$ cat config.mk
export PLATFORM = sky130hd
export DESIGN_NAME = gray_ptr_fifo_ctrl_flat
export DESIGN_NICKNAME = d
export VERILOG_FILES = /design/src/rtl/gray_ptr_fifo_ctrl_if.sv /design/src/rtl/gray_ptr_fifo_ctrl.sv /design/src/flat_wrapper.sv
export SDC_FILE = /design/constraint.sdc
export NUM_CORES = 1
export LEC_CHECK = 0
export BUFFER_PORTS_ARGS = -buffer_cell sky130_fd_sc_hd__buf_2
export CAP_MARGIN = 20
export CELL_PAD_IN_SITES_DETAIL_PLACEMENT = 0
export CELL_PAD_IN_SITES_GLOBAL_PLACEMENT = 1
export CORE_MARGIN = 2
export CORE_UTILIZATION = 41
export DETAILED_ROUTE_END_ITERATION = 16
export MAX_ROUTING_LAYER = met4
export PLACE_DENSITY = 0.92
export SYNTH_ARGS = -nofsm -noshare
export SYNTH_HDL_FRONTEND = slang
export SYNTH_SLANG_ARGS = --single-unit
$ cat constraint.sdc
create_clock -name clk -period 6.2 [get_ports clk]
set_input_delay 0.62 -clock clk [delete_from_list [all_inputs] [get_ports clk]]
set_output_delay 0.62 -clock clk [all_outputs]
set_load 0.005 [all_outputs]
$ cat src/rtl/gray_ptr_fifo_ctrl_if.sv
// Handshake/RAM/status bundle for gray_ptr_fifo_ctrl.
// GRAY_FIFO_ALMOST_EN adds the almost_full/almost_empty signals.
interface gray_ptr_fifo_ctrl_if #(
  parameter int unsigned ADDRWIDTH = 4
);
  localparam int unsigned PW = ADDRWIDTH + 1;

  logic                 clr;
  logic                 wr_valid;
  logic                 wr_ready;
  logic                 rd_valid;
  logic                 rd_ready;
  logic                 ram_we;
  logic [ADDRWIDTH-1:0] ram_waddr;
  logic [ADDRWIDTH-1:0] ram_raddr;
  logic [PW-1:0]        wr_ptr_gray;
  logic [PW-1:0]        rd_ptr_gray;
  logic [PW-1:0]        count;
  logic                 full;
  logic                 empty;
`ifdef GRAY_FIFO_ALMOST_EN
  logic                 almost_full;
  logic                 almost_empty;

  modport master (
    output clr, wr_valid, rd_ready,
    input  wr_ready, rd_valid, ram_we, ram_waddr, ram_raddr,
           wr_ptr_gray, rd_ptr_gray, count, full, empty,
           almost_full, almost_empty
  );
  modport slave (
    input  clr, wr_valid, rd_ready,
    output wr_ready, rd_valid, ram_we, ram_waddr, ram_raddr,
           wr_ptr_gray, rd_ptr_gray, count, full, empty,
           almost_full, almost_empty
  );
`else
  modport master (
    output clr, wr_valid, rd_ready,
    input  wr_ready, rd_valid, ram_we, ram_waddr, ram_raddr,
           wr_ptr_gray, rd_ptr_gray, count, full, empty
  );
  modport slave (
    input  clr, wr_valid, rd_ready,
    output wr_ready, rd_valid, ram_we, ram_waddr, ram_raddr,
           wr_ptr_gray, rd_ptr_gray, count, full, empty
  );
`endif
endinterface

$ cat src/rtl/gray_ptr_fifo_ctrl.sv
// Single-clock FIFO controller for an external dual-port RAM with registered Gray pointer export.
// Optional almost_full/almost_empty flags are compiled in with GRAY_FIFO_ALMOST_EN.
module gray_ptr_fifo_ctrl #(
  parameter int unsigned ADDRWIDTH     = 4,
  parameter int unsigned ALMOST_THRESH = 2
) (
  input logic                 clk,
  input logic                 rst,
  gray_ptr_fifo_ctrl_if.slave bus
);
  localparam int unsigned PW    = ADDRWIDTH + 1;
  localparam int unsigned DEPTH = 1 << ADDRWIDTH;

  if ((ADDRWIDTH < 1) || (ALMOST_THRESH >= DEPTH)) begin : g_param_err
    $error("gray_ptr_fifo_ctrl: ADDRWIDTH must be >= 1 and ALMOST_THRESH < DEPTH");
  end

  logic [PW-1:0] wr_bin_q, wr_bin_d;
  logic [PW-1:0] rd_bin_q, rd_bin_d;
  logic [PW-1:0] wr_gray_q, wr_gray_d;
  logic [PW-1:0] rd_gray_q, rd_gray_d;
  logic [PW-1:0] count_q, count_d;
  logic          full_q, full_d;
  logic          empty_q, empty_d;
  logic          wr_ready_q, wr_ready_d;
  logic          rd_valid_q, rd_valid_d;
  logic          wr_fire_c;
  logic          rd_fire_c;
`ifdef GRAY_FIFO_ALMOST_EN
  logic          almost_full_q, almost_full_d;
  logic          almost_empty_q, almost_empty_d;
`endif

  // Fires only see registered readiness; clr and rst squash them so ram_we stays low.
  assign wr_fire_c = bus.wr_valid & wr_ready_q & ~bus.clr & ~rst;
  assign rd_fire_c = bus.rd_ready & rd_valid_q & ~bus.clr & ~rst;

  always_comb begin
    wr_bin_d   = wr_bin_q;
    rd_bin_d   = rd_bin_q;
    if (bus.clr) begin
      wr_bin_d = '0;
      rd_bin_d = '0;
    end else begin
      if (wr_fire_c) wr_bin_d = wr_bin_q + PW'(1);
      if (rd_fire_c) rd_bin_d = rd_bin_q + PW'(1);
    end
    wr_gray_d  = wr_bin_d ^ (wr_bin_d >> 1);
    rd_gray_d  = rd_bin_d ^ (rd_bin_d >> 1);
    count_d    = wr_bin_d - rd_bin_d;
    full_d     = (count_d == PW'(DEPTH));
    empty_d    = (count_d == '0);
    wr_ready_d = ~full_d;
    rd_valid_d = ~empty_d;
`ifdef GRAY_FIFO_ALMOST_EN
    almost_full_d  = (count_d >= PW'(DEPTH - ALMOST_THRESH));
    almost_empty_d = (count_d <= PW'(ALMOST_THRESH));
`endif
  end

  always_ff @(posedge clk) begin
    if (rst) begin
      wr_bin_q   <= '0;
      rd_bin_q   <= '0;
      wr_gray_q  <= '0;
      rd_gray_q  <= '0;
      count_q    <= '0;
      full_q     <= 1'b0;
      empty_q    <= 1'b1;
      wr_ready_q <= 1'b1;
      rd_valid_q <= 1'b0;
    end else begin
      wr_bin_q   <= wr_bin_d;
      rd_bin_q   <= rd_bin_d;
      wr_gray_q  <= wr_gray_d;
      rd_gray_q  <= rd_gray_d;
      count_q    <= count_d;
      full_q     <= full_d;
      empty_q    <= empty_d;
      wr_ready_q <= wr_ready_d;
      rd_valid_q <= rd_valid_d;
    end
  end

`ifdef GRAY_FIFO_ALMOST_EN
  always_ff @(posedge clk) begin
    if (rst) begin
      almost_full_q  <= 1'b0;
      almost_empty_q <= 1'b1;
    end else begin
      almost_full_q  <= almost_full_d;
      almost_empty_q <= almost_empty_d;
    end
  end

  assign bus.almost_full  = almost_full_q;
  assign bus.almost_empty = almost_empty_q;
`endif

  assign bus.wr_ready    = wr_ready_q;
  assign bus.rd_valid    = rd_valid_q;
  assign bus.ram_we      = wr_fire_c;
  assign bus.ram_waddr   = wr_bin_q[ADDRWIDTH-1:0];
  assign bus.ram_raddr   = rd_bin_q[ADDRWIDTH-1:0];
  assign bus.wr_ptr_gray = wr_gray_q;
  assign bus.rd_ptr_gray = rd_gray_q;
  assign bus.count       = count_q;
  assign bus.full        = full_q;
  assign bus.empty       = empty_q;
endmodule

$ cat src/flat_wrapper.sv
// flat-port wrapper written by rule: the top's interface ports become plain ports
module gray_ptr_fifo_ctrl_flat 
#(
  parameter int unsigned ADDRWIDTH     = 4,
  parameter int unsigned ALMOST_THRESH = 2
)
  (clk, rst, bus_clr, bus_wr_valid, bus_rd_ready, bus_wr_ready, bus_rd_valid, bus_ram_we, bus_ram_waddr, bus_ram_raddr, bus_wr_ptr_gray, bus_rd_ptr_gray, bus_count, bus_full, bus_empty);
  gray_ptr_fifo_ctrl_if #(.ADDRWIDTH(ADDRWIDTH)) bus_i ();
  input logic clk;
  input logic rst;
  input wire logic [$bits(bus_i.clr)-1:0] bus_clr;
  input wire logic [$bits(bus_i.wr_valid)-1:0] bus_wr_valid;
  input wire logic [$bits(bus_i.rd_ready)-1:0] bus_rd_ready;
  output wire logic [$bits(bus_i.wr_ready)-1:0] bus_wr_ready;
  output wire logic [$bits(bus_i.rd_valid)-1:0] bus_rd_valid;
  output wire logic [$bits(bus_i.ram_we)-1:0] bus_ram_we;
  output wire logic [$bits(bus_i.ram_waddr)-1:0] bus_ram_waddr;
  output wire logic [$bits(bus_i.ram_raddr)-1:0] bus_ram_raddr;
  output wire logic [$bits(bus_i.wr_ptr_gray)-1:0] bus_wr_ptr_gray;
  output wire logic [$bits(bus_i.rd_ptr_gray)-1:0] bus_rd_ptr_gray;
  output wire logic [$bits(bus_i.count)-1:0] bus_count;
  output wire logic [$bits(bus_i.full)-1:0] bus_full;
  output wire logic [$bits(bus_i.empty)-1:0] bus_empty;
  assign bus_i.clr = bus_clr;
  assign bus_i.wr_valid = bus_wr_valid;
  assign bus_i.rd_ready = bus_rd_ready;
  assign bus_wr_ready = bus_i.wr_ready;
  assign bus_rd_valid = bus_i.rd_valid;
  assign bus_ram_we = bus_i.ram_we;
  assign bus_ram_waddr = bus_i.ram_waddr;
  assign bus_ram_raddr = bus_i.ram_raddr;
  assign bus_wr_ptr_gray = bus_i.wr_ptr_gray;
  assign bus_rd_ptr_gray = bus_i.rd_ptr_gray;
  assign bus_count = bus_i.count;
  assign bus_full = bus_i.full;
  assign bus_empty = bus_i.empty;
  gray_ptr_fifo_ctrl #(.ADDRWIDTH(ADDRWIDTH), .ALMOST_THRESH(ALMOST_THRESH)) u_core (.clk(clk), .rst(rst), .bus(bus_i));
endmodule
==> results of run 1 <==
-- worst min-delay path, stage by stage, from the launching register on --
cell and delay [ns]:
sky130_fd_sc_hd__dfxtp_1 0.40, sky130_fd_sc_hd__mux2_4 0.19, sky130_fd_sc_hd__nor2_1 0.04
-- sequential cells by signal, indices dropped and copies added, names as in the netlist --
name,flops
u_core.bus.count,5
u_core.bus.wr_ptr_gray,5
u_core.bus.empty,1
u_core.bus.rd_ptr_gray,5
u_core.rd_bin_q,4
u_core.bus.rd_valid,1
u_core.bus.full,1
u_core.bus.wr_ready,1
u_core.wr_bin_q,4
-- metrics by stage --
stage | hold WS, ns | instance area (µm²) | power, mW
2_1_floorplan | 0.5975 | 1246 | 0.1906
3_3_place_gp | 0.6018 | 1428 | 0.1956
3_5_place_dp | 0.6331 | 1428 | 0.1959
4_1_cts | 0.6590 | 1454 | 0.2691
5_1_grt | 0.6906 | 1454 | 0.2763
6_report | 0.6502 | 1454 | 0.2670
-- kinds of logic after synthesis --
logic type | share of synthesized area (%)
XOR/XNOR | 7.731
buffers and inverters | 3.715
adder cells (fa/ha/maj) | 7.630
AND/OR/NAND/NOR | 24.20
flip-flops | 43.37
AO/OA/AOI/OAI | 10.54
multiplexers | 2.811
-- routing by layer --
metal  vias to the layer above  global-route usage [%]
li1                        511                       -
met1                       483                   18.43
met2                        14                   25.87
met3                         4                   1.965
met4                         0                   5.844
met5                         -                       -
-- area by class of cell --
cell class	instances	area share, %
Sequential cell	27	37.18
Inverter	7	1.807
Clock buffer	4	1.807
Multi-Input combinational cell	94	45.35
Timing Repair Buffer	32	11.02
Tap cell	33	2.840
-- worst max-delay path by stage --
stage / from / end / slack, ns / cells after the start
CTS: rst / u_core.bus.wr_ready / 2.97 / 11
finish: rst / u_core.bus.wr_ready / 2.95 / 11
floorplan: rst / u_core.bus.wr_ready / 3.12 / 10
detailed placement: rst / u_core.bus.wr_ready / 2.62 / 11
global placement: rst / u_core.bus.wr_ready / 2.70 / 11
global route: rst / u_core.bus.wr_ready / 2.67 / 11
-- cell usage after synthesis, drive strengths merged --
| library cell | instances | area share [%] |
|---|---|---|
| o21a | 1 | 0.60 |
| and3 | 1 | 0.50 |
| a211o | 2 | 1.4 |
| or3 | 3 | 1.9 |
| a21oi | 7 | 2.8 |
| clkbuf | 3 | 0.90 |
| buf | 2 | 0.70 |
| nand3 | 3 | 1.2 |
| fa | 1 | 1.6 |
| or3b | 1 | 0.70 |
| and4bb | 1 | 1.0 |
| ha | 6 | 6.0 |
| nand4 | 2 | 1.5 |
| nand2 | 6 | 1.8 |
| dfxtp | 27 | 43 |
| a211oi | 1 | 0.60 |
| nor4 | 2 | 1.5 |
| nor3 | 1 | 0.40 |
| o21ai | 4 | 1.6 |
| xnor2 | 6 | 4.2 |
| a31oi | 1 | 0.50 |
| nor2 | 18 | 5.4 |
| mux2i | 2 | 1.6 |
| nand4b | 1 | 0.70 |
| or2 | 4 | 2.0 |
| nand2b | 2 | 1.0 |
| nand4bb | 1 | 0.90 |
| a31o | 1 | 0.70 |
| and2 | 3 | 1.5 |
| xor2 | 5 | 3.5 |
| mux2 | 1 | 1.2 |
| nor3b | 1 | 0.60 |
| o21ba | 1 | 0.80 |
| nor2b | 3 | 1.5 |
| inv | 7 | 2.1 |
| o211a | 1 | 0.80 |
| o22a | 1 | 0.70 |
-- power breakdown --
part           internal [mW]  switching, mW
registers              0.175       0.000821
logic                0.00638        0.00931
clock network         0.0252         0.0499
==> impl_metrics.prom, run 1 <==
# TYPE chip_impl_metric gauge
chip_impl_info{name="status",value="complete, no violations"} 1
chip_impl_metric{name="cts.repair.resized",unit=""} 0
chip_impl_metric{name="detailedPlace.worstSlack",unit="ns"} 2.621
chip_impl_metric{name="drt-pass1-iter-count",unit=""} 2
chip_impl_metric{name="maxCapViolations",unit=""} 0
chip_impl_info{name="dr.max_layer_used",value="met4"} 1
chip_impl_metric{name="grt_overflow_total",unit=""} 0
chip_impl_info{name="cp_slowest_cell",value="sky130_fd_sc_hd__nand4bb_1"} 1
chip_impl_metric{name="post_route_cells_drive_above_1_share",unit="%"} 27.44
chip_impl_metric{name="tightestPinTransition",unit="ns"} 0.5374
chip_impl_info{name="clock_tree_from_tritoncts",value="built"} 1
chip_impl_metric{name="critical_path.max_stage_delay",unit="ns"} 0.46
chip_impl_metric{name="grt_pass1_wl",unit="µm"} 3953
chip_impl_metric{name="hold_violations_final",unit=""} 0
chip_impl_info{name="clock-root-buffer",value="sky130_fd_sc_hd__clkbuf_4"} 1
chip_impl_metric{name="power_leakage",unit="nW"} 0.7086
chip_impl_info{name="end_kind",value="flip-flop"} 1
chip_impl_metric{name="power_density",unit="nW/µm²"} 183.6
chip_impl_metric{name="crit_required",unit="ns"} 6.43
chip_impl_metric{name="die-area",unit="µm²"} 3496
chip_impl_metric{name="fmaxAchievable",unit="GHz"} 0.3076
chip_impl_metric{name="rows",unit=""} 20
chip_impl_metric{name="initial_drc_count",unit=""} 10
chip_impl_metric{name="clkLatencyLatePin",unit="ns"} 0.32
chip_impl_metric{name="crit_arrival",unit="ns"} 3.48
chip_impl_metric{name="setup_violations",unit=""} 0
chip_impl_metric{name="ctsLongestPathBuffers",unit=""} 2
chip_impl_info{name="cp_cell_sequence",value="buf_2, nand4bb_1, xnor2_1, nand2_1, ha_1, fa_1, nand2b_1, a21oi_1, nor4_1, or3_4, a211o_1"} 1
chip_impl_metric{name="grt_antenna_before_repair",unit=""} 0
chip_impl_metric{name="post-route-util",unit="%"} 48.82
chip_impl_metric{name="synthDistinctLibCells",unit=""} 42
chip_impl_info{name="hp-start",value="u_core.bus.rd_ptr_gray[4]"} 1
chip_impl_info{name="rr_endpoint",value="u_core.bus.wr_ready"} 1
chip_impl_metric{name="final_period_minus_worst_setup_slack",unit="ns"} 3.251
chip_impl_metric{name="port-buffer-count",unit=""} 32
chip_impl_metric{name="cts_setup_buffers",unit=""} 0
chip_impl_metric{name="cp.buffers_inverters",unit=""} 1
chip_impl_metric{name="number_of_global_route_vias_before_repair",unit=""} 922
chip_impl_metric{name="core_area",unit="µm²"} 2978
chip_impl_metric{name="instances_no_fill",unit=""} 197
chip_impl_metric{name="regToRegSetupSlack",unit="ns"} 3.25
chip_impl_info{name="path_delay_family",value="simple AND/OR/NAND/NOR gates"} 1
chip_impl_metric{name="wl_per_cell",unit="µm"} 12.16
chip_impl_metric{name="clkTransAtPathRegs",unit="ns"} 0.13
chip_impl_metric{name="seqCellArea",unit="µm²"} 540.5
chip_impl_metric{name="detail_route.vias_per_cell",unit=""} 5.137
chip_impl_metric{name="postSynthNetCount",unit=""} 145
chip_impl_metric{name="fin_tns_setup",unit="ns"} 0
chip_impl_metric{name="worst-r2r-cell-count",unit=""} 10
chip_impl_metric{name="wl_met3",unit="µm"} 61
chip_impl_info{name="timing.hold.worst.class",value="reg -> reg"} 1
chip_impl_metric{name="multi_input_comb_area",unit="µm²"} 659.4
chip_impl_metric{name="synth.ff_latch_count",unit=""} 27
chip_impl_metric{name="finalWirelength",unit="µm"} 2395
chip_impl_metric{name="cts.hold.buffers_added",unit=""} 0
chip_impl_metric{name="drc_errors",unit=""} 0
chip_impl_metric{name="chip_height",unit="µm"} 59.13
chip_impl_metric{name="die_width",unit="µm"} 59.13
chip_impl_metric{name="routed-via-count",unit=""} 1012
chip_impl_metric{name="initial_core_util",unit="%"} 41.85
chip_impl_metric{name="report.final.slew_viol_count",unit=""} 0
chip_impl_metric{name="drt-met1-wl",unit="µm"} 1103
chip_impl_metric{name="drt.antenna.violating_nets",unit=""} 0
chip_impl_metric{name="n_antenna_cell",unit=""} 0
chip_impl_metric{name="number_of_filler_cells_placed_in_the_layout",unit=""} 292
chip_impl_metric{name="tritoncts_num_sinks",unit=""} 27
chip_impl_metric{name="design.final.nets",unit=""} 177
chip_impl_metric{name="finalClockSkew",unit="ns"} 0.002925
chip_impl_metric{name="design.portCount",unit=""} 33
chip_impl_metric{name="dp.final_hpwl",unit="µm"} 1883
chip_impl_metric{name="critPathMaxFanout",unit=""} 24
chip_impl_metric{name="synthCells",unit=""} 133
chip_impl_metric{name="h-tree-depth",unit=""} 1
chip_impl_metric{name="max-vdd-ir-drop",unit="mV"} 0.08098
chip_impl_metric{name="ys.warnings.count",unit=""} 0
chip_impl_metric{name="netlist_area",unit="µm²"} 1246
chip_impl_metric{name="dp.cells",unit=""} 193
chip_impl_metric{name="groute.usage.overall",unit="%"} 15.28
chip_impl_metric{name="avgSynthCellArea",unit="µm²"} 9.370
chip_impl_metric{name="area_delta_synth_final",unit="%"} 16.67
chip_impl_info{name="worstHoldEndpoint",value="u_core.bus.rd_ptr_gray[4]"} 1
chip_impl_metric{name="gp_congestion",unit=""} 0.7837
chip_impl_metric{name="detailroute.wirelength.met2",unit="µm"} 1199
chip_impl_info{name="reg2reg_from",value="u_core.bus.wr_ready"} 1
chip_impl_info{name="timing.setup.critical_path_class",value="in -> reg"} 1
chip_impl_metric{name="maximum_number_of_pins_on_one_net_before_global_route_repair",unit=""} 25
chip_impl_info{name="commonest_cells_after_routing_fill_and_taps_aside",value="32 x sky130_fd_sc_hd__buf_2, 27 x sky130_fd_sc_hd__dfxtp_1, 18 x sky130_fd_sc_hd__nor2_1"} 1
chip_impl_metric{name="setup_slack",unit="ns"} 2.949
chip_impl_info{name="most_common_cell_after_layout_fill_and_taps_aside",value="sky130_fd_sc_hd__buf_2"} 1
chip_impl_metric{name="worstHoldPathCells",unit=""} 2
chip_impl_info{name="start_kind",value="primary input"} 1
chip_impl_metric{name="slew-limit-headroom",unit="%"} 64.17
chip_impl_info{name="rsz0062_at_grt",value="no"} 1
chip_impl_metric{name="cts_buffers",unit=""} 3
chip_impl_metric{name="ys_seq_area_share",unit="%"} 43.37
chip_impl_metric{name="fin_crit_sh",unit="%"} 52.43
No activity file was read; power rests on OpenSTA's default activity.
==> inputs of run 2 (changes only) <==
--- a/config.mk
+++ b/config.mk
@@ -10,10 +10,10 @@
 export CELL_PAD_IN_SITES_DETAIL_PLACEMENT = 0
 export CELL_PAD_IN_SITES_GLOBAL_PLACEMENT = 1
 export CORE_MARGIN = 2
-export CORE_UTILIZATION = 41
+export CORE_UTILIZATION = 34
 export DETAILED_ROUTE_END_ITERATION = 16
 export MAX_ROUTING_LAYER = met4
-export PLACE_DENSITY = 0.92
+export PLACE_DENSITY = 0.83
 export SYNTH_ARGS = -nofsm -noshare
 export SYNTH_HDL_FRONTEND = slang
 export SYNTH_SLANG_ARGS = --single-unit
==> constraint.sdc (replaced) <==
create_clock -name clk -period 2.9 [get_ports clk]
set_input_delay 0.29 -clock clk [delete_from_list [all_inputs] [get_ports clk]]
set_output_delay 0.29 -clock clk [all_outputs]
set_load 0.005 [all_outputs]
==> impl_metrics.prom, run 2 (same netlist as run 1, synthesis figures left out) <==
# TYPE chip_impl_metric gauge
chip_impl_metric{name="fin_crit_sh",unit="%"} 97.58
chip_impl_info{name="worstHoldEndpoint",value="u_core.bus.rd_ptr_gray[1]"} 1
chip_impl_metric{name="cts.hold.buffers_added",unit=""} 0
chip_impl_metric{name="tritoncts_num_sinks",unit=""} 27
chip_impl_metric{name="drt.antenna.violating_nets",unit=""} 0
chip_impl_metric{name="gp_congestion",unit=""} 0.8540
chip_impl_info{name="reg2reg_from",value="u_core.bus.wr_ready"} 1
chip_impl_metric{name="ctsLongestPathBuffers",unit=""} 2
chip_impl_metric{name="crit_required",unit="ns"} 3.13
chip_impl_metric{name="use_met3",unit="%"} 2.083
chip_impl_info{name="timing.hold.worst.class",value="in -> reg"} 1
chip_impl_metric{name="initial_core_util",unit="%"} 36.48
chip_impl_metric{name="grt_pass1_wl",unit="µm"} 4402
chip_impl_metric{name="area_delta_synth_final",unit="%"} 25.60
chip_impl_metric{name="max-vdd-ir-drop",unit="mV"} 0.1464
chip_impl_info{name="status",value="complete, no violations"} 1
chip_impl_metric{name="number_of_filler_cells_placed_in_the_layout",unit=""} 362
chip_impl_metric{name="design.portCount",unit=""} 33
chip_impl_metric{name="grt.met2_usage",unit="%"} 23.18
chip_impl_metric{name="power_leakage",unit="nW"} 0.7683
chip_impl_metric{name="crit_arrival",unit="ns"} 3.06
chip_impl_metric{name="routed-via-count",unit=""} 1044
chip_impl_metric{name="maxCapViolations",unit=""} 0
chip_impl_metric{name="number_of_global_route_vias_before_repair",unit=""} 1046
chip_impl_metric{name="setup_violations",unit=""} 0
chip_impl_info{name="clock_tree_from_tritoncts",value="built"} 1
chip_impl_metric{name="drt-pass1-iter-count",unit=""} 4
chip_impl_metric{name="die-area",unit="µm²"} 4165
chip_impl_info{name="crit_path_start",value="u_core.bus.wr_ready"} 1
chip_impl_info{name="clock-root-buffer",value="sky130_fd_sc_hd__clkbuf_4"} 1
chip_impl_info{name="timing.setup.critical_path_class",value="reg -> reg"} 1
chip_impl_metric{name="cts_setup_buffers",unit=""} 0
chip_impl_metric{name="detail_route.vias_per_cell",unit=""} 4.724
chip_impl_metric{name="clkLatencyLatePin",unit="ns"} 0.32
chip_impl_info{name="hp-start",value="rst"} 1
chip_impl_metric{name="chip_height",unit="µm"} 64.54
chip_impl_metric{name="rows",unit=""} 21
chip_impl_metric{name="clkTransAtPathRegs",unit="ns"} 0.14
chip_impl_metric{name="maximum_number_of_pins_on_one_net_before_global_route_repair",unit=""} 23
chip_impl_metric{name="instances_no_fill",unit=""} 221
chip_impl_metric{name="report.final.slew_viol_count",unit=""} 0
chip_impl_metric{name="groute.usage.overall",unit="%"} 13.94
chip_impl_metric{name="drc_errors",unit=""} 0
chip_impl_metric{name="grt_antenna_before_repair",unit=""} 0
chip_impl_info{name="end_kind",value="flip-flop"} 1
chip_impl_metric{name="wl_per_cell",unit="µm"} 11.69
chip_impl_metric{name="dp.final_hpwl",unit="µm"} 2023
chip_impl_metric{name="grt_overflow_total",unit=""} 0
chip_impl_metric{name="cts.repair.resized",unit=""} 0
chip_impl_metric{name="finalClockSkew",unit="ns"} 0.003762
chip_impl_info{name="rr_endpoint",value="u_core.bus.wr_ready"} 1
chip_impl_metric{name="final_period_minus_worst_setup_slack",unit="ns"} 2.830
chip_impl_metric{name="critPathMaxFanout",unit=""} 9
chip_impl_info{name="grt-busiest-layer",value="met2"} 1
chip_impl_metric{name="core_area",unit="µm²"} 3416
chip_impl_metric{name="worstHoldPathCells",unit=""} 3
chip_impl_metric{name="use_met1",unit="%"} 16.94
chip_impl_metric{name="post_route_cells_drive_above_1_share",unit="%"} 33.71
chip_impl_metric{name="tightestPinTransition",unit="ns"} 0.3797
chip_impl_metric{name="die_width",unit="µm"} 64.54
chip_impl_metric{name="post-route-util",unit="%"} 45.82
chip_impl_metric{name="cts_buffers",unit=""} 3
chip_impl_metric{name="n_antenna_cell",unit=""} 0
chip_impl_metric{name="h-tree-depth",unit=""} 1
chip_impl_metric{name="hold_violations_final",unit=""} 0
chip_impl_info{name="most_common_cell_after_layout_fill_and_taps_aside",value="sky130_fd_sc_hd__buf_2"} 1
chip_impl_metric{name="worst-r2r-cell-count",unit=""} 10
chip_impl_metric{name="port-buffer-count",unit=""} 32
chip_impl_metric{name="slew-limit-headroom",unit="%"} 74.42
chip_impl_info{name="start_kind",value="flip-flop"} 1
chip_impl_metric{name="dp.cells",unit=""} 217
chip_impl_metric{name="power_density",unit="nW/µm²"} 369.3
chip_impl_metric{name="design.final.nets",unit=""} 188
chip_impl_metric{name="fmaxAchievable",unit="GHz"} 0.3534
chip_impl_metric{name="initial_drc_count",unit=""} 28
chip_impl_metric{name="finalWirelength",unit="µm"} 2583
chip_impl_metric{name="regToRegSetupSlack",unit="ns"} 0.07
chip_impl_info{name="commonest_cells_after_routing_fill_and_taps_aside",value="32 x sky130_fd_sc_hd__buf_2, 26 x sky130_fd_sc_hd__dfxtp_1, 18 x sky130_fd_sc_hd__nor2_1"} 1
## run 2: cell types whose count changed in the layout (fill, tap and decap cells not counted), sizes merged
cell	before	now
buf	32	43
## run 2: through the flow
| step | power (mW) | cell area, µm² | setup slack, ns | setup TNS [ns] | hold slack (ns) |
|---|---|---|---|---|---|
| 6_report | 0.5781 | 1565 | 0.07015 | 0 | 0.3849 |
| 3_5_place_dp | 0.4228 | 1526 | -0.04351 | -0.04351 | 0.6172 |
| 5_1_grt | 0.6077 | 1565 | -0.008569 | -0.008569 | 0.3939 |
| 4_1_cts | 0.5818 | 1553 | 0.06795 | 0 | 0.3906 |
| 3_3_place_gp | 0.4225 | 1526 | 0.03496 | 0 | 0.6027 |
| 2_1_floorplan | 0.4074 | 1246 | 0.1462 | 0 | 0.3616 |
## run 2: worst max-delay path: stages (launching register included)
cell	delay, ns
sky130_fd_sc_hd__dfxtp_2	0.37
sky130_fd_sc_hd__nand4bb_1	0.14
sky130_fd_sc_hd__buf_4	0.20
sky130_fd_sc_hd__or3_1	0.37
sky130_fd_sc_hd__a21oi_1	0.27
sky130_fd_sc_hd__ha_1	0.31
sky130_fd_sc_hd__inv_1	0.12
sky130_fd_sc_hd__a21oi_2	0.05
sky130_fd_sc_hd__o22a_1	0.19
sky130_fd_sc_hd__or3_4	0.39
sky130_fd_sc_hd__a211o_1	0.31
## run 2: worst max-delay path by stage
| stage | end |
|---|---|
| after floorplan | u_core.bus.wr_ready |
| after global placement | u_core.bus.wr_ready |
| after detailed placement | u_core.bus.wr_ready |
| after CTS | u_core.bus.wr_ready |
| after global routing | u_core.bus.wr_ready |
| final | u_core.bus.wr_ready |
## run 2: per-layer routing
| metal | up-vias | routed length (µm) |
|---|---|---|
| met3 | 6 | 98 |
| met5 | - | 0 |
| met2 | 21 | 1246 |
| li1 | 532 | - |
| met4 | 0 | 58 |
| met1 | 485 | 1180 |
## run 2: cell type report
class	count	area [µm²]	area share [%]
well taps	46	57.56	3.677
multi-input cells	94	670.6	42.85
repair buffers	43	242.7	15.51
flip-flops and latches	27	541.8	34.61
clock buffers	4	26.28	1.679
inverters	7	26.28	1.679
## run 2: report_power, final
group	internal [mW]	switching [mW]	total (mW)
logic	0.0176	0.0213	0.0389
registers	0.375	0.00184	0.377
clock network	0.0539	0.108	0.162
total	0.446	0.132	0.578
==> inputs of run 3 (changes only) <==
==> constraint.sdc (replaced) <==
create_clock -name clk -period 2.9 [get_ports clk]
set_input_delay 0.145 -clock clk [delete_from_list [all_inputs] [get_ports clk]]
set_output_delay 0.145 -clock clk [all_outputs]
set_load 0.005 [all_outputs]
==> impl_metrics.prom, run 3 (same netlist as run 1, synthesis figures left out) <==
# TYPE chip_impl_metric gauge
chip_impl_info{name="status",value="complete, no violations"} 1
chip_impl_metric{name="wl_per_cell",unit="µm"} 11.89
chip_impl_metric{name="design.final.nets",unit=""} 185
chip_impl_metric{name="ctsLongestPathBuffers",unit=""} 2
chip_impl_metric{name="cts.hold.buffers_added",unit=""} 0
chip_impl_metric{name="core_area",unit="µm²"} 3416
chip_impl_metric{name="final_period_minus_worst_setup_slack",unit="ns"} 2.781
chip_impl_metric{name="detailedPlace.worstSlack",unit="ns"} 0.1116
chip_impl_metric{name="post_route_cells_drive_above_1_share",unit="%"} 32.56
chip_impl_metric{name="dp.cells",unit=""} 214
chip_impl_info{name="setup.worst_path.end",value="u_core.bus.wr_ready"} 1
chip_impl_metric{name="area_delta_synth_final",unit="%"} 23.39
chip_impl_metric{name="dp.final_hpwl",unit="µm"} 2025
chip_impl_metric{name="max-vdd-ir-drop",unit="mV"} 0.2327
chip_impl_metric{name="number_of_filler_cells_placed_in_the_layout",unit=""} 359
chip_impl_info{name="timing.setup.critical_path_class",value="reg -> reg"} 1
chip_impl_info{name="clock-root-buffer",value="sky130_fd_sc_hd__clkbuf_4"} 1
chip_impl_metric{name="gp_congestion",unit=""} 0.8329
chip_impl_metric{name="power_leakage",unit="nW"} 0.7484
chip_impl_info{name="rr_endpoint",value="u_core.bus.wr_ready"} 1
chip_impl_metric{name="drc_errors",unit=""} 0
chip_impl_metric{name="cp.buffers_inverters",unit=""} 1
chip_impl_metric{name="groute.usage.overall",unit="%"} 14.17
chip_impl_info{name="cp_slowest_cell",value="sky130_fd_sc_hd__or3_4"} 1
chip_impl_metric{name="crit_required",unit="ns"} 3.13
chip_impl_metric{name="clkTransAtPathRegs",unit="ns"} 0.14
chip_impl_metric{name="hold_violations_final",unit=""} 0
chip_impl_metric{name="report.final.slew_viol_count",unit=""} 0
chip_impl_metric{name="h-tree-depth",unit=""} 1
chip_impl_metric{name="crit_arrival",unit="ns"} 3.01
chip_impl_metric{name="setup_slack",unit="ns"} 0.1185
chip_impl_metric{name="tritoncts_num_sinks",unit=""} 27
chip_impl_info{name="start_kind",value="flip-flop"} 1
chip_impl_metric{name="design.portCount",unit=""} 33
chip_impl_metric{name="finalClockSkew",unit="ns"} 0.005192
chip_impl_metric{name="die_width",unit="µm"} 64.54
chip_impl_metric{name="critPathMaxFanout",unit=""} 9
chip_impl_metric{name="grt_overflow_total",unit=""} 0
chip_impl_metric{name="cts_buffers",unit=""} 3
chip_impl_metric{name="maximum_number_of_pins_on_one_net_before_global_route_repair",unit=""} 19
chip_impl_metric{name="power_density",unit="nW/µm²"} 373.9
chip_impl_info{name="most_common_cell_after_layout_fill_and_taps_aside",value="sky130_fd_sc_hd__buf_2"} 1
chip_impl_metric{name="die-area",unit="µm²"} 4165
chip_impl_info{name="clock_tree_from_tritoncts",value="built"} 1
chip_impl_metric{name="port-buffer-count",unit=""} 32
chip_impl_metric{name="critical_path.max_stage_delay",unit="ns"} 0.43
chip_impl_metric{name="regToRegSetupSlack",unit="ns"} 0.12
chip_impl_metric{name="cts_setup_buffers",unit=""} 0
chip_impl_info{name="commonest_cells_after_routing_fill_and_taps_aside",value="32 x sky130_fd_sc_hd__buf_2, 27 x sky130_fd_sc_hd__dfxtp_1, 18 x sky130_fd_sc_hd__nor2_1"} 1
chip_impl_metric{name="worst-path-stages",unit=""} 11
chip_impl_metric{name="worst-r2r-cell-count",unit=""} 11
chip_impl_metric{name="clkLatencyLatePin",unit="ns"} 0.32
chip_impl_metric{name="detail_route.vias_per_cell",unit=""} 4.729
chip_impl_metric{name="fin_crit_sh",unit="%"} 95.91
chip_impl_metric{name="cts.repair.resized",unit=""} 0
chip_impl_metric{name="maxCapViolations",unit=""} 0
chip_impl_metric{name="grt_antenna_before_repair",unit=""} 0
chip_impl_metric{name="finalWirelength",unit="µm"} 2593
chip_impl_info{name="end_kind",value="flip-flop"} 1
chip_impl_metric{name="fmaxAchievable",unit="GHz"} 0.3595
chip_impl_metric{name="drt.antenna.violating_nets",unit=""} 0
chip_impl_metric{name="routed-via-count",unit=""} 1031
chip_impl_metric{name="number_of_global_route_vias_before_repair",unit=""} 1042
chip_impl_metric{name="tightestPinTransition",unit="ns"} 0.3783
chip_impl_metric{name="rows",unit=""} 21
chip_impl_metric{name="setup_violations",unit=""} 0
chip_impl_metric{name="instances_no_fill",unit=""} 218
chip_impl_info{name="timing.hold.worst.class",value="in -> reg"} 1
chip_impl_metric{name="grt_pass1_wl",unit="µm"} 4505
chip_impl_metric{name="n_antenna_cell",unit=""} 0
chip_impl_info{name="cp_cell_sequence",value="nand4bb_1, buf_4, xnor2_1, nand2_2, ha_1, fa_1, nand2b_1, a21oi_2, nor4_1, or3_4, a211o_1"} 1
chip_impl_info{name="reg2reg_from",value="u_core.bus.wr_ready"} 1
chip_impl_metric{name="initial_core_util",unit="%"} 36.48
chip_impl_metric{name="slew-limit-headroom",unit="%"} 74.06
chip_impl_metric{name="chip_height",unit="µm"} 64.54
chip_impl_metric{name="initial_drc_count",unit=""} 13
chip_impl_info{name="crit_path_start",value="u_core.bus.wr_ready"} 1
chip_impl_metric{name="fin_tns_setup",unit="ns"} 0
chip_impl_info{name="path_delay_family",value="simple AND/OR/NAND/NOR gates"} 1
chip_impl_metric{name="drt-pass1-iter-count",unit=""} 4
==> run 3: worst register-to-register path, cell delays in order (launching register included) <==
cell,delay (ns)
sky130_fd_sc_hd__dfxtp_1,0.36
sky130_fd_sc_hd__nand4bb_1,0.10
sky130_fd_sc_hd__buf_4,0.18
sky130_fd_sc_hd__xnor2_1,0.20
sky130_fd_sc_hd__nand2_2,0.11
sky130_fd_sc_hd__ha_1,0.22
sky130_fd_sc_hd__fa_1,0.40
sky130_fd_sc_hd__nand2b_1,0.18
sky130_fd_sc_hd__a21oi_2,0.16
sky130_fd_sc_hd__nor4_1,0.07
sky130_fd_sc_hd__or3_4,0.43
sky130_fd_sc_hd__a211o_1,0.30
==> run 3: how the worst min path moves through the flow <==
stage	slack (ns)	startpoint	cells after the start	end
final	0.12	rst	3	u_core.bus.rd_ptr_gray[1]
after detailed placement	0.48	rst	3	u_core.bus.rd_ptr_gray[0]
after floorplan	0.22	rst	1	u_core.rd_bin_q[0]
after CTS	0.11	rst	3	u_core.bus.rd_ptr_gray[0]
after global placement	0.47	rst	3	u_core.bus.rd_ptr_gray[0]
after global routing	0.13	rst	3	u_core.bus.rd_ptr_gray[0]
==> run 3: layout make-up <==
class / count / area (µm²) / area share [%]
clock buffers: 3 / 22.52 / 1.465
clock inverters: 1 / 5.005 / 0.3255
inverters: 7 / 26.28 / 1.709
multi-input cells: 94 / 665.6 / 43.29
flip-flops and latches: 27 / 540.5 / 35.15
well taps: 46 / 57.56 / 3.743
repair buffers: 40 / 220.2 / 14.32
==> run 3: metrics by stage <==
| step | hold WS, ns | power [mW] | cell area, µm² | util (%) |
|---|---|---|---|---|
| finish | 0.1200 | 0.5749 | 1538 | 45.02 |
| CTS | 0.1145 | 0.5824 | 1531 | 44.84 |
| global placement | 0.4683 | 0.4224 | 1504 | 44.03 |
| global route | 0.1298 | 0.6037 | 1538 | 45.02 |
| floorplan | 0.2166 | 0.4074 | 1246 | - |
| detailed placement | 0.4770 | 0.4232 | 1504 | 44.03 |
==> run 3: power breakdown <==
part / internal (mW) / switching (mW)
registers: 0.375 / 0.00174
clock network: 0.0517 / 0.108
logic: 0.0173 / 0.0217
total: 0.444 / 0.131
==> run 3: routing by layer <==
| layer | GRT usage, % | wire length, µm | vias to the layer above |
|---|---|---|---|
| met5 | - | 0 | - |
| met4 | 4.787 | 35 | 0 |
| met3 | 2.778 | 97 | 4 |
| met2 | 24.87 | 1262 | 18 |
| met1 | 16.20 | 1197 | 482 |
| li1 | - | - | 527 |
